<file path="src/rtl/unidade_controle_jogo.sv">
// Moore control unit for the memory game: sequences clear, wait-for-play, register,
// compare and advance/finish, with a per-play inactivity timeout and a debug state code.
module unidade_controle_jogo #(
  parameter int TIMEOUT_CICLOS = 5000,
  parameter int TIMEOUT_W      = 13
) (
  input  logic       clock,
  input  logic       reset,
  input  logic       iniciar,
  input  logic       jogada_feita,
  input  logic       igual,
  input  logic       fimC,
  output logic       zeraC,
  output logic       contaC,
  output logic       zeraR,
  output logic       registraR,
  output logic       pronto,
  output logic       acertou,
  output logic       errou,
  output logic       timeout,
  output logic [3:0] db_estado
);

  typedef enum logic [3:0] {
    INICIAL     = 4'h0,
    PREPARACAO  = 4'h1,
    ESPERA      = 4'h2,
    REGISTRA    = 4'h4,
    COMPARACAO  = 4'h5,
    PROXIMO     = 4'h6,
    FIM_ACERTOU = 4'hA,
    FIM_TIMEOUT = 4'hD,
    FIM_ERROU   = 4'hE
  } estado_t;

  localparam logic [TIMEOUT_W-1:0] TMO_LAST = TIMEOUT_W'(TIMEOUT_CICLOS - 1);

  estado_t               state_q, state_d;
  logic [TIMEOUT_W-1:0]  tmo_q, tmo_d;

  always_comb begin
    state_d = state_q;
    tmo_d   = '0;
    case (state_q)
      INICIAL:     if (iniciar) state_d = PREPARACAO;
      PREPARACAO:  state_d = ESPERA;
      ESPERA: begin
        // Saturate at the last value so the counter can never wrap.
        tmo_d = (tmo_q == TMO_LAST) ? tmo_q : tmo_q + 1'b1;
        if (jogada_feita)            state_d = REGISTRA;
        else if (tmo_q == TMO_LAST)  state_d = FIM_TIMEOUT;
      end
      REGISTRA:    state_d = COMPARACAO;
      COMPARACAO: begin
        if (!igual)     state_d = FIM_ERROU;
        else if (fimC)  state_d = FIM_ACERTOU;
        else            state_d = PROXIMO;
      end
      PROXIMO:     state_d = ESPERA;
      FIM_ACERTOU,
      FIM_ERROU,
      FIM_TIMEOUT: if (iniciar) state_d = PREPARACAO;
      default:     state_d = INICIAL;
    endcase
  end

  always_ff @(posedge clock or negedge reset) begin
    if (!reset) begin
      state_q <= INICIAL;
      tmo_q   <= '0;
    end else begin
      state_q <= state_d;
      tmo_q   <= tmo_d;
    end
  end

  // Outputs depend on the state register only, so reset clears them without a clock.
  always_comb begin
    zeraC     = 1'b0;
    contaC    = 1'b0;
    zeraR     = 1'b0;
    registraR = 1'b0;
    pronto    = 1'b0;
    acertou   = 1'b0;
    errou     = 1'b0;
    timeout   = 1'b0;
    db_estado = 4'hF;
    case (state_q)
      INICIAL:     db_estado = 4'h0;
      PREPARACAO: begin db_estado = 4'h1; zeraC = 1'b1; zeraR = 1'b1; end
      ESPERA:      db_estado = 4'h2;
      REGISTRA:   begin db_estado = 4'h4; registraR = 1'b1; end
      COMPARACAO:  db_estado = 4'h5;
      PROXIMO:    begin db_estado = 4'h6; contaC = 1'b1; end
      FIM_ACERTOU: begin db_estado = 4'hA; pronto = 1'b1; acertou = 1'b1; end
      FIM_ERROU:  begin db_estado = 4'hE; pronto = 1'b1; errou = 1'b1; end
      FIM_TIMEOUT: begin
        db_estado = 4'hD; pronto = 1'b1; errou = 1'b1; timeout = 1'b1;
      end
      default:     db_estado = 4'hF;
    endcase
  end

endmodule

</file>
<file path="config.mk">
export PLATFORM = sky130hd
export DESIGN_NAME = unidade_controle_jogo
export DESIGN_NICKNAME = d
export VERILOG_FILES = /design/src/rtl/unidade_controle_jogo.sv
export SDC_FILE = /design/constraint.sdc
export NUM_CORES = 1
export LEC_CHECK = 0
export ABC_AREA = 0
export BUFFER_PORTS_ARGS = -buffer_cell sky130_fd_sc_hd__buf_2
export CAP_MARGIN = 15
export CORE_AREA = 10 10 59 61
export DETAILED_ROUTE_END_ITERATION = 10
export DIE_AREA = 0 0 69 71
export GPL_TIMING_DRIVEN = 0
export PLACE_DENSITY = 0.68
export SYNTH_ARGS = -nofsm -noshare
export SYNTH_HDL_FRONTEND = slang
export SYNTH_SLANG_ARGS = --single-unit
</file>
<file path="constraint.sdc">
create_clock -name clock -period 1.64 [get_ports clock]
set_input_delay 0.082 -clock clock [delete_from_list [all_inputs] [get_ports clock]]
set_output_delay 0.082 -clock clock [all_outputs]
set_load 0.02 [all_outputs]
</file>
======== Word level (Yosys, flattened, before mapping) ========
Cells that the tools add are included.
storage, ports and cells
  memory bits (read-only) ................. 0
  memories kept ........................... 0
  bits in latches ......................... 0
  output and inout bits ................... 12
  logic and storage cells ................. 37
  flip-flop bits (word level) ............. 17
  memory bits (writable) .................. 0
operators by class
  magnitude comparators ................... 0
  div/mod/pow operators ................... 0
  bitwise logic cells ..................... 0
  reductions and logical operators ........ 6
  $add $sub $neg .......................... 1
  mux-type cells .......................... 16
  multipliers ............................. 0
  shifts and indexed selects .............. 0
  equal/unequal tests ..................... 12
operators by type and width
  kind                     number
  $pmux W4 S9              1
  $mux W13                 2
  $mux W4                  5
  $pmux W4 S5              1
  $add A13 B1 Y13 const B  1
  $eq A13 B13 Y1 const B   1
  $eq A4 B3 Y1 const B     3
  $eq A4 B4 Y1 const B     3
  $mux W1                  7
  $eq A4 B1 Y1 const B     1
  $eq A4 B2 Y1 const B     1
  $logic_not A4 Y1         1
  $reduce_or A2 Y1         2
  $reduce_or A4 Y1         1
  $ne A3 B3 Y1 const B     1
  $reduce_or A3 Y1         1
  $ne A2 B1 Y1 const B     1
  $ne A2 B2 Y1 const B     1
  $reduce_and A2 Y1        1

======== Longest topological paths before layout ========
  depth in word-level cells ............... 4
  gate-level depth with buffers ........... 6
  mapped depth without buffers ............ 5

======== Worst setup path after synthesis ========
OpenSTA, ideal clock, no wires.
  kind .................................... reg-to-reg
  start ................................... reg tmo_q[10]
  end ..................................... reg state_q[3]
  stages on the path, launching flop included .. 5
  data required time ...................... 1.576 ns
  setup time .............................. 0.064 ns
  clock period less this slack ............ 1.809 ns
  path slack .............................. -0.169 ns
  data arrival time ....................... 1.745 ns
  cells stage by stage .................... dfrtp_1 or4b_4 or4_4 a21oi_2 o32a_2
on the way
  longest elaborated chain between the ends .. 3
ends and longest elaborated chain
  what                         line  text
  start, declared              39    logic [TIMEOUT_W-1:0] tmo_q, tmo_d;
  start signal, assigned       73    tmo_q <= tmo_d;
  $eq A13 B13 Y1               51    else if (tmo_q == TMO_LAST) state_d = FIM_TIMEOUT;
  $ne A3 B3 Y1 (no line)       -
  $reduce_and A2 Y1 (no line)  -
  end signal, assigned         72    state_q <= state_d;
  end, declared                38    estado_t state_q, state_d;
Every way passes these cells.
A chain may end at the register's enable or synchronous reset.

======== Worst setup path after layout ========
  start ................................... reg tmo_q[10]
  end ..................................... reg state_q[0]
Same word-level chain as after synthesis.

==> run summary <==
R2R depth = 4
detailed-route wire length = 2330 um
global-route wire length before repair = 4000 um
multi-input logic area = 572 um2
power per cell area = 1230 nW/um2
via/cell ratio = 5.35
Unique masters post-synth = 34
placed insts = 166
largest area contributor in the netlist = dfrtp_1
crit-path max FO = 4
worst hold path class = in -> reg
VDD IR max = 0.786 mV
final slew viol count = 0
CTS tree = built
wire per inst = 13.4 um
htree depth = 1
die width = 69 um
Clock Pin Slew Worst Setup and Hold Paths = 0.09 ns
Setup WS pre-CTS = -0.264 ns
Setup violations, final = 8
synthesis-stage register bit count = 17
Antenna Nets Post-Route = 0
vias in the first global route = 930
Ys Warns = 0
antenna cells = 0
largest net degree at the start of global routing = 18
clk_lat worst skew = 0.29 ns
critical path launch point type = flip-flop
worst hold path depth = 3
Initial Util = 0.422
row count = 18
Clock Sinks = 17
cells after synthesis = 119
Post-Layout Cell Count = 174
total track usage = 0.0955
Crit Path Category = reg -> reg
Num CTS Buffers = 3
Tmin final = 1.81 ns
WP data arrival = 2.04 ns
Vias = 931
final period utilization = 1.10
synth top area cells = dfrtp_1, xnor2_1, nor2_1, a21oi_1, nor3_1
top-level I/O count = 18
DRT Pass-1 Iters = 4
Max-slew headroom = 0.730
clk_skew = 0.00391 ns
failing checks = setup timing
Register Area = 429 um2
RSZ-0062 raised after global routing = true
Net Count, Synth = 126
Die Y-Extent = 71 um
post-synth top area share = 0.422
max_cap viols = 0
Critical Path RT = 1.87 ns
HPWL after DPL = 1720 um
GP Congestion = 0.807
sequential element share of the synthesized area = 0.422
drc violations = 0
Clock Tree Buf Depth = 2
final setup margin = -0.166 ns
area of the die = 4900 um2
outcome = finished with violations
port bufs = 17
Leak = 0.538 nW
grt total ovfl = 0
fraction of layout cells with a size suffix above 1 = 0.313
Worst-Margin Slew = 0.401 ns
synthesized area = 1010 um2
CTS Root Cell = clkbuf_4
Pwr Total = 1.55 mW
Synth-to-Final Area Change = 25.1%
CORE AREA = 2390 um2
Max Fclk = 554 MHz
First DRT Iteration DRCs = 59
initial antenna violation count = 0
final-stage net count = 152
hold violation total from the final report = 0
Filler cells = 243
critical path capture point type = flip-flop
Mean Syn Cell Area = 8.47 um2
worst paths after layout:
| check | start | endpoint | slack [ns] |
|---|---|---|---|
| setup / recovery | tmo_q[10]$_DFFE_PN0P_ | state_q[0]$_DFFE_PN0P_ | -0.17 |
| hold / removal | jogada_feita | state_q[2]$_DFFE_PN0P_ | 0.10 |
| setup reg to reg | tmo_q[10]$_DFFE_PN0P_ | state_q[0]$_DFFE_PN0P_ | -0.17 |
| hold reg to reg | tmo_q[12]$_DFFE_PN0P_ | tmo_q[12]$_DFFE_PN0P_ | 0.54 |
| max in group asynchronous | reset | tmo_q[3]$_DFFE_PN0P_ | 1.12 |
| min in group asynchronous | reset | tmo_q[12]$_DFFE_PN0P_ | 0.22 |
cell families (layout without fill, tap and decap cells):
kind of cell	Yosys count	after routing	share of synthesized area
and+or+nand+nor	59	59	0.311
adders and majority gates	1	1	0.0124
AOI/OAI and AO/OA	19	19	0.120
buffers and inverters	14	39	0.0558
xor gates and xnor gates	9	9	0.0782
DFF	17	17	0.422
registers in the layout (all words and copies together) (netlist names):
register	cells
tmo_q	13
state_q	4
per-layer routing:
layer,GRT usage,vias up,part of all wire
met2,0.175,13,0.54
met5,0,-,0
met3,0.0251,3,0.036
li1,-,461,-
met1,0.0982,454,0.41
met4,0.0470,0,0.013
synthesized netlist by cell type:
library cell and number:
nor2_1 17, o22ai_1 1, ha_1 1, nor2b_1 2
or4b_1 1, o32a_2 1, or4b_4 1, or3_1 4
nand3_1 5, nor3b_1 1, a311oi_1 1, nand4b_1 1
a211o_1 1, inv_1 7, xnor2_1 8, nand2b_1 4
and3_1 1, buf_4 1, a21oi_2 1, nor3_1 7
nand4_1 2, nor4_1 2, a21o_1 1, o21ai_0 4
xor2_1 1, a31oi_1 1, a31o_1 1, clkbuf_1 6
or4_1 1, nand2_1 8, or4_4 1, dfrtp_1 17
nand3b_1 1, a21oi_1 7
what timing repair did:
item	in CTS	in global routing
hold buffers	1	0
setup endpoints to repair	22	21
resized for setup	10	11
hold endpoints to repair	17	0
setup buffers	2	3
pin swaps	0	1
cloned	0	0
worst max-delay path, stage by stage (launching register included):
cell	delay, ns
dfrtp_1	0.41
or4b_4	0.55
or4_4	0.48
a21oi_4	0.15
a31o_1	0.15
area by class of cell:
type,count,share of cell area
clock buffers,4,0.0208
flip-flops and latches,17,0.340
plain buffers,5,0.0278
multi-input cells,88,0.453
repair buffers,23,0.107
well taps,30,0.0298
inverters,7,0.0208
stage by stage:
stage	cell area (um2)	utilization	hold WS (ns)	TNS, ns
finish	1260	0.528	0.105	-0.844
floorplan	1010	-	-0.214	-0.305
global route	1260	0.528	0.133	-1.63
detailed placement	1130	0.475	0.0210	-2.89
global placement	1130	0.475	0.0197	-2.27
CTS	1210	0.506	0.0864	-0.793
placed cells by master (no fill, tap or decap), types with 2 or more instances in the layout:
master    instances
a21oi_1           6
buf_2            16
buf_4             7
clkbuf_4          6
dfrtp_1          14
dfrtp_2           3
inv_1             7
nand2_1           7
nand2b_1          4
nand3_1           5
nand4_1           2
nor2_1           16
nor2b_1           2
nor3_1            6
o21ai_0           4
or3_1             4
or4b_4            2
xnor2_1           8
where the power goes:
part	internal (mW)	leakage, nW	switching (mW)	total [mW]
Clock	0.0947	0.0150	0.128	0.223
Sequential	0.471	0.228	0.0608	0.532
Combinational	0.329	0.295	0.465	0.794
Total	0.895	0.538	0.653	1.55
(Power assumes the default switching activity.)
